[src/rtl/dmem_port_arbiter.sv]
// dmem_port_arbiter: shares one synchronous data memory port
// between the CPU load/store path and the debug readout path.
//
// Ports:
//   clk_in, rst        clock, async active-low reset
//   cpu_req/we/addr/wdata  CPU access request (held until ack)
//   cpu_stall          combinational CPU freeze
//   cpu_ack/cpu_rdata  access done pulse and load data
//   hold/hold_ack      debug freeze request and grant
//   dbg_addr           debug read address
//   dbg_rdata/valid    registered debug read data
//   mem_en/we/addr/wdata  registered memory controls
//   mem_rdata          memory read data (1 cycle latency)
//   access_cnt         saturating count of finished CPU accesses
module dmem_port_arbiter #(
   parameter int ADDR_W = 10,
   parameter int DATA_W = 32,
   parameter int CNT_W  = 16
) (
   input  logic              clk_in,
   input  logic              rst,
   input  logic              cpu_req,
   input  logic              cpu_we,
   input  logic [ADDR_W-1:0] cpu_addr,
   input  logic [DATA_W-1:0] cpu_wdata,
   output logic              cpu_stall,
   output logic              cpu_ack,
   output logic [DATA_W-1:0] cpu_rdata,
   input  logic              hold,
   output logic              hold_ack,
   input  logic [ADDR_W-1:0] dbg_addr,
   output logic [DATA_W-1:0] dbg_rdata,
   output logic              dbg_valid,
   output logic              mem_en,
   output logic              mem_we,
   output logic [ADDR_W-1:0] mem_addr,
   output logic [DATA_W-1:0] mem_wdata,
   input  logic [DATA_W-1:0] mem_rdata,
   output logic [CNT_W-1:0]  access_cnt
);

   typedef enum logic [1:0] {
      IDLE,
      CPU_ISSUE,
      CPU_RESP,
      HELD
   } state_t;

   localparam logic [CNT_W-1:0] CNT_ONE = CNT_W'(1);
   localparam logic [CNT_W-1:0] CNT_MAX = '1;

   state_t state, nstate;

   // op_ld remembers the access type once mem_we has been dropped.
   // rd_iss: a debug read was launched at the last edge.
   // rd_rdy: mem_rdata now holds a debug read result.
   logic op_ld, n_op_ld;
   logic rd_iss, n_rd_iss;
   logic rd_rdy, n_rd_rdy;

   logic              n_mem_en, n_mem_we;
   logic [ADDR_W-1:0] n_mem_addr;
   logic [DATA_W-1:0] n_mem_wdata;
   logic              n_cpu_ack;
   logic [DATA_W-1:0] n_cpu_rdata;
   logic [CNT_W-1:0]  n_access_cnt;
   logic              n_hold_ack;
   logic              n_dbg_valid;
   logic [DATA_W-1:0] n_dbg_rdata;

   assign cpu_stall = (cpu_req & ~cpu_ack) | (state == HELD);

   always_comb begin
      nstate       = state;
      n_op_ld      = op_ld;
      n_rd_iss     = 1'b0;
      n_rd_rdy     = 1'b0;
      n_mem_en     = 1'b0;
      n_mem_we     = 1'b0;
      n_mem_addr   = mem_addr;
      n_mem_wdata  = mem_wdata;
      n_cpu_ack    = 1'b0;
      n_cpu_rdata  = cpu_rdata;
      n_access_cnt = access_cnt;
      n_hold_ack   = 1'b0;
      n_dbg_valid  = 1'b0;
      n_dbg_rdata  = dbg_rdata;
      unique case (state)
         IDLE: begin
            // The debug read stream starts on the entry edge so
            // that data is valid from the 3rd HELD cycle.
            if (hold) begin
               nstate     = HELD;
               n_hold_ack = 1'b1;
               n_mem_en   = 1'b1;
               n_mem_addr = dbg_addr;
               n_rd_iss   = 1'b1;
            // During the ack cycle cpu_req still shows the access
            // just finished; it must not be launched again.
            end else if (cpu_req && !cpu_ack) begin
               nstate      = CPU_ISSUE;
               n_mem_en    = 1'b1;
               n_mem_we    = cpu_we;
               n_mem_addr  = cpu_addr;
               n_mem_wdata = cpu_wdata;
               n_op_ld     = ~cpu_we;
            end
         end
         CPU_ISSUE: begin
            nstate = CPU_RESP;
         end
         CPU_RESP: begin
            nstate    = IDLE;
            n_cpu_ack = 1'b1;
            if (op_ld) begin
               n_cpu_rdata = mem_rdata;
            end
            if (access_cnt != CNT_MAX) begin
               n_access_cnt = access_cnt + CNT_ONE;
            end
         end
         HELD: begin
            if (hold) begin
               n_hold_ack  = 1'b1;
               n_mem_en    = 1'b1;
               n_mem_addr  = dbg_addr;
               n_rd_iss    = 1'b1;
               n_rd_rdy    = rd_iss;
               n_dbg_valid = rd_rdy;
               if (rd_rdy) begin
                  n_dbg_rdata = mem_rdata;
               end
            end else begin
               nstate = IDLE;
            end
         end
         default: begin
            nstate = IDLE;
         end
      endcase
   end

   always_ff @(posedge clk_in or negedge rst) begin
      if (!rst) begin
         state      <= IDLE;
         op_ld      <= 1'b0;
         rd_iss     <= 1'b0;
         rd_rdy     <= 1'b0;
         mem_en     <= 1'b0;
         mem_we     <= 1'b0;
         mem_addr   <= '0;
         mem_wdata  <= '0;
         cpu_ack    <= 1'b0;
         cpu_rdata  <= '0;
         access_cnt <= '0;
         hold_ack   <= 1'b0;
         dbg_valid  <= 1'b0;
         dbg_rdata  <= '0;
      end else begin
         state      <= nstate;
         op_ld      <= n_op_ld;
         rd_iss     <= n_rd_iss;
         rd_rdy     <= n_rd_rdy;
         mem_en     <= n_mem_en;
         mem_we     <= n_mem_we;
         mem_addr   <= n_mem_addr;
         mem_wdata  <= n_mem_wdata;
         cpu_ack    <= n_cpu_ack;
         cpu_rdata  <= n_cpu_rdata;
         access_cnt <= n_access_cnt;
         hold_ack   <= n_hold_ack;
         dbg_valid  <= n_dbg_valid;
         dbg_rdata  <= n_dbg_rdata;
      end
   end

endmodule

[config.mk]
export PLATFORM = sky130hd
export DESIGN_NAME = dmem_port_arbiter
export DESIGN_NICKNAME = d
export VERILOG_FILES = /design/src/rtl/dmem_port_arbiter.sv
export SDC_FILE = /design/constraint.sdc
export NUM_CORES = 1
export LEC_CHECK = 0
export BUFFER_PORTS_ARGS = -buffer_cell sky130_fd_sc_hd__buf_4
export CELL_PAD_IN_SITES_DETAIL_PLACEMENT = 0
export CELL_PAD_IN_SITES_GLOBAL_PLACEMENT = 1
export CORE_ASPECT_RATIO = 1.4
export CORE_MARGIN = 5
export CORE_UTILIZATION = 38
export CTS_CLUSTER_DIAMETER = 120
export DETAILED_ROUTE_END_ITERATION = 12
export HOLD_SLACK_MARGIN = 0.06
export PLACE_DENSITY = 0.78
export SLEW_MARGIN = 20
export SYNTH_ARGS = -nofsm -noshare
export SYNTH_HDL_FRONTEND = slang
export SYNTH_SLANG_ARGS = --single-unit
[constraint.sdc]
create_clock -name clk_in -period 2.2 [get_ports clk_in]
set_input_delay 0.22 -clock clk_in [delete_from_list [all_inputs] [get_ports clk_in]]
set_output_delay 0.22 -clock clk_in [all_outputs]
set_load 0.02 [all_outputs]
# Word level (Yosys, flattened, before mapping)
# Index checks and enable logic that the tools add are counted.
# W data, S select, Z words.
# word_totals
out_inout_bits	128
wordCells	58
regBits	131
inputBits	89
# op_classes
muxes	21
reduce_logical	11
n_addsub	1
bitwise_logic	5
eq_ne	7
# op_table
op	count
$mux W10	3
$pmux W10 S2	1
$add A16 B1 Y16 const B	1
$ne A16 B16 Y1 const B	1
$mux W1	12
$reduce_and A3 Y1	3
$pmux W2 S4	1
$mux W2	3
$reduce_and A2 Y1	3
$eq A2 B2 Y1 const B	2
$ne A2 B2 Y1 const B	2
$ne A3 B3 Y1 const B	1
$not A1 Y1	3
$eq A2 B1 Y1 const B	1
$logic_not A2 Y1	1
$pmux W1 S2	1
$reduce_bool A2 Y1	1
$reduce_or A2 Y1	1
$and A1 B1 Y1	1
$logic_and A1 B1 Y1	1
$logic_not A1 Y1	1
$or A1 B1 Y1	1

# Logic depth before layout (Yosys ltp)
# depth
word_depth	5
depth_mapped	7
mapped_depth_nobuf	6

# Least setup slack after synthesis
# No wires, ideal clock.
# synth_path
path_type	reg-to-reg
from	reg state[0]
to	reg mem_wdata[10]
path_stages_with_launch	7
period_less_slack_ns	1.703
setup_ns	0.125
setup_slack_ns	0.497
required_ns	2.075
arrival_ns	1.578
path_buffers	1
cell_sequence	dfrtp_1 inv_1 ha_1 nand3b_1 nor2_2 buf_2 mux2_2
# synth_between
elab_chain_cells	2
# synth_rtl
element	line	source
start, declared	52	state_t state, nstate;
start signal, assigned	160	state <= nstate;
$logic_not A2 Y1	88	unique case (state)
$reduce_and A3 Y1 (no line)	-	
end signal, assigned	167	mem_wdata <= n_mem_wdata;
end, declared	37	output logic [DATA_W-1:0] mem_wdata,
# Every way passes these cells.
# A chain may end at the register's enable or synchronous reset.

# Worst setup path in the final report
# layout_path
from	reg state[0]
to	reg mem_wdata[20]
# The elaborated chain is that of the path after synthesis.

==> impl_metrics.json <==
{
  "synth_seq_cells": 131,
  "cts_buffer_depth": 2,
  "synth_ff_type": "dfrtp_1",
  "die_area_um2": 16300,
  "fmax_mhz": 574,
  "cts.sinks": 131,
  "synth-async-reset-ratio": 1.00,
  "dpl.hpwl_um": 10200,
  "routabilityCongestion": 0.755,
  "slew-limit-headroom": 0.691,
  "min_path_type": "in -> reg",
  "crit_chain": "inv_1, ha_1, nand3b_1, nor2_4, buf_12, mux2_2",
  "post_drt_wl_per_cell_um": 16.7,
  "period_minus_slack_ns": 1.74,
  "cts_resized": 0,
  "crit_family": "flip-flops",
  "n_fill_cell": 1046,
  "htree_num_levels": 4,
  "synth_area_um2": 5240,
  "cts_buffers": 17,
  "antenna_found_initial": 0,
  "holdBufCountCts": 65,
  "die_h_um": 149,
  "die_w_um": 109,
  "syn_area_per_cell_um2": 14.8,
  "diodes": 0,
  "worst_pin_slew_ns": 0.464,
  "status": "finished clean",
  "setup_violations": 0,
  "clkLatencyLatePin_ns": 0.40,
  "ys_types": 36,
  "yosys_warnings": 0,
  "ys_seq_area_frac": 0.626,
  "synth_nets": 449,
  "viasPerCell": 4.71,
  "synth_cells": 354,
  "drtPass1Iterations": 4,
  "rsz0062_at_grt": "no",
  "arrival_ns": 2.02,
  "port_buffers": 216,
  "cts_setup_buffers": 0,
  "drc": 0,
  "syn2layout_area_growth_pct": 60.1,
  "setup-tns-final_ns": 0,
  "wirelength_um": 14000,
  "ir_worst_vdd_mv": 0.658,
  "io_pins": 217,
  "core_area_um2": 13500,
  "critical_path_buf_inv_count": 2,
  "timing.final.crit_share": 0.792,
  "rows": 50,
  "cp-end-kind": "register",
  "grt_pass1_vias": 4218,
  "maxCapViolCount": 0,
  "overflow": 0,
  "grt_usage": 0.173,
  "cp.required_ns": 2.48,
  "cts.clk_slew.worst_paths_ns": 0.06,
  "totalPowerFinal_mw": 11.2,
  "drive_gt1_frac": 0.545,
  "crit_path_top_delay_cell": "dfrtp_1",
  "root_buffer": "clkbuf_16",
  "synth-edff-count": 0,
  "start_kind": "register",
  "fin_skew_ns": 0.00880,
  "critPathMaxStageDelay_ns": 0.41,
  "finalHoldViolCount": 0,
  "nets": 742,
  "grt_pass1_wl_um": 21600,
  "worstSetupPathType": "reg -> reg",
  "critPathMaxFanout": 34,
  "via_count": 3965,
  "p_leak_nw": 4.16,
  "final_max_slew_viol_count": 0,
  "grt_max_degree": 56,
  "antenna_left": 0,
  "drt_iter0_drc": 147,
  "tritoncts": "done",
  "power-per-cell-area_nw_per_um2": 1340,
  "initial_utilization": 0.389
}
[cell usage after synthesis, drive strengths merged (3+ instances only)]
library cell | number | share of area
nand2 | 23 | 0.016
nor3 | 4 | 0.0048
nand3 | 6 | 0.0067
o21ai | 11 | 0.011
xnor2 | 5 | 0.0084
mux2 | 97 | 0.21
dfrtp | 131 | 0.63
mux2i | 12 | 0.023
nand4 | 4 | 0.0088
ha | 6 | 0.014
buf | 11 | 0.011
nor2 | 9 | 0.0084
and4 | 3 | 0.0053
inv | 3 | 0.0021
xor2 | 10 | 0.017
[final timing paths]
kind | from | to | slack, ns | cells after the start
worst max register to register | state[0] | mem_wdata[20] | 0.46 | 6
worst max-delay path | state[0] | mem_wdata[20] | 0.46 | 6
worst min-delay path | cpu_we | mem_we | 0.08 | 2
worst min register to register | mem_addr[3] | mem_addr[3] | 0.48 | 2
max in group asynchronous | rst | cpu_rdata[9] | 1.22 | 3
min in group asynchronous | rst | cpu_rdata[14] | 0.31 | 2
[sequential cells by signal, indices dropped and copies added (netlist names)]
signal	flops
cpu_ack	1
op_ld	1
rd_rdy	1
cpu_rdata	32
dbg_rdata	32
access_cnt	16
mem_addr	10
dbg_valid	1
rd_iss	1
mem_en	1
mem_wdata	32
mem_we	1
state	2
[kinds of logic after synthesis]
family / after synthesis / share of synthesized area
muxes: 109 / 0.231
and+or+nand+nor: 61 / 0.0674
DFF: 131 / 0.626
buffers and inverters: 16 / 0.0141
adders and majority gates: 6 / 0.0143
AOI/OAI and AO/OA: 16 / 0.0217
xor gates and xnor gates: 15 / 0.0251
[per-layer routing]
layer	routed length (µm)	GRT usage	vias to the layer above
met3	781	0.0372	22
met1	5300	0.195	1967
li1	-	-	1846
met4	393	0.0848	0
met5	0	0	-
met2	7560	0.304	130
[report_power, final]
| group | internal (mW) | total, mW | switching [mW] |
|---|---|---|---|
| logic | 2.23 | 4.58 | 2.35 |
| registers | 3.33 | 3.88 | 0.545 |
| clock network | 1.72 | 2.78 | 1.06 |
| total | 7.28 | 11.2 | 3.95 |
[worst register-to-register path, delay by kind of cell, from the launching register on]
family                     cells  cell delay (ns)
adders and majority gates      1             0.21
DFF                            1             0.41
muxes                          1             0.39
and+or+nand+nor                2             0.28
buffers and inverters          2             0.33
[cells in the final DEF (no fill, tap or decap), drive strengths merged, types with 2 or more instances in the layout]
| master | instances |
|---|---|
| and3 | 2 |
| o21ai | 11 |
| nor3b | 2 |
| nand2 | 23 |
| xor2 | 10 |
| inv | 7 |
| and4 | 3 |
| nand3b | 2 |
| nor3 | 4 |
| ha | 6 |
| mux2 | 97 |
| clkbuf | 19 |
| buf | 222 |
| clkinvlp | 4 |
| mux2i | 12 |
| nor2 | 9 |
| dlygate4sd3 | 65 |
| nand2b | 2 |
| nand3 | 6 |
| dfrtp | 131 |
| bufinv | 2 |
| nand4 | 4 |
| clkinv | 3 |
| xnor2 | 5 |
[area by class of cell]
cell class,count,area (µm²),share of cell area
Clock buffer,19,443,0.0528
Timing Repair Buffer,287,2380,0.284
Sequential cell,131,3280,0.391
Multi-Input combinational cell,207,1900,0.226
Tap cell,182,228,0.0272
Clock inverter,13,150,0.0179
Inverter,3,11.3,0.00134
[per-stage QoR]
| step | util | std cells | hold slack, ns | setup slack [ns] | instance area, µm² |
|---|---|---|---|---|---|
| 5_1_grt | 0.623 | 842 | 0.0806 | 0.337 | 8390 |
| 4_1_cts | 0.623 | 842 | 0.0629 | 0.453 | 8390 |
| 6_report | 0.623 | 842 | 0.0761 | 0.458 | 8390 |
| 2_1_floorplan | - | 354 | -0.0756 | 0.497 | 5240 |
| 3_5_place_dp | 0.531 | 745 | 0.204 | 0.473 | 7140 |
| 3_3_place_gp | 0.531 | 745 | 0.198 | 0.532 | 7140 |
No activity file was read; power rests on OpenSTA's default activity.
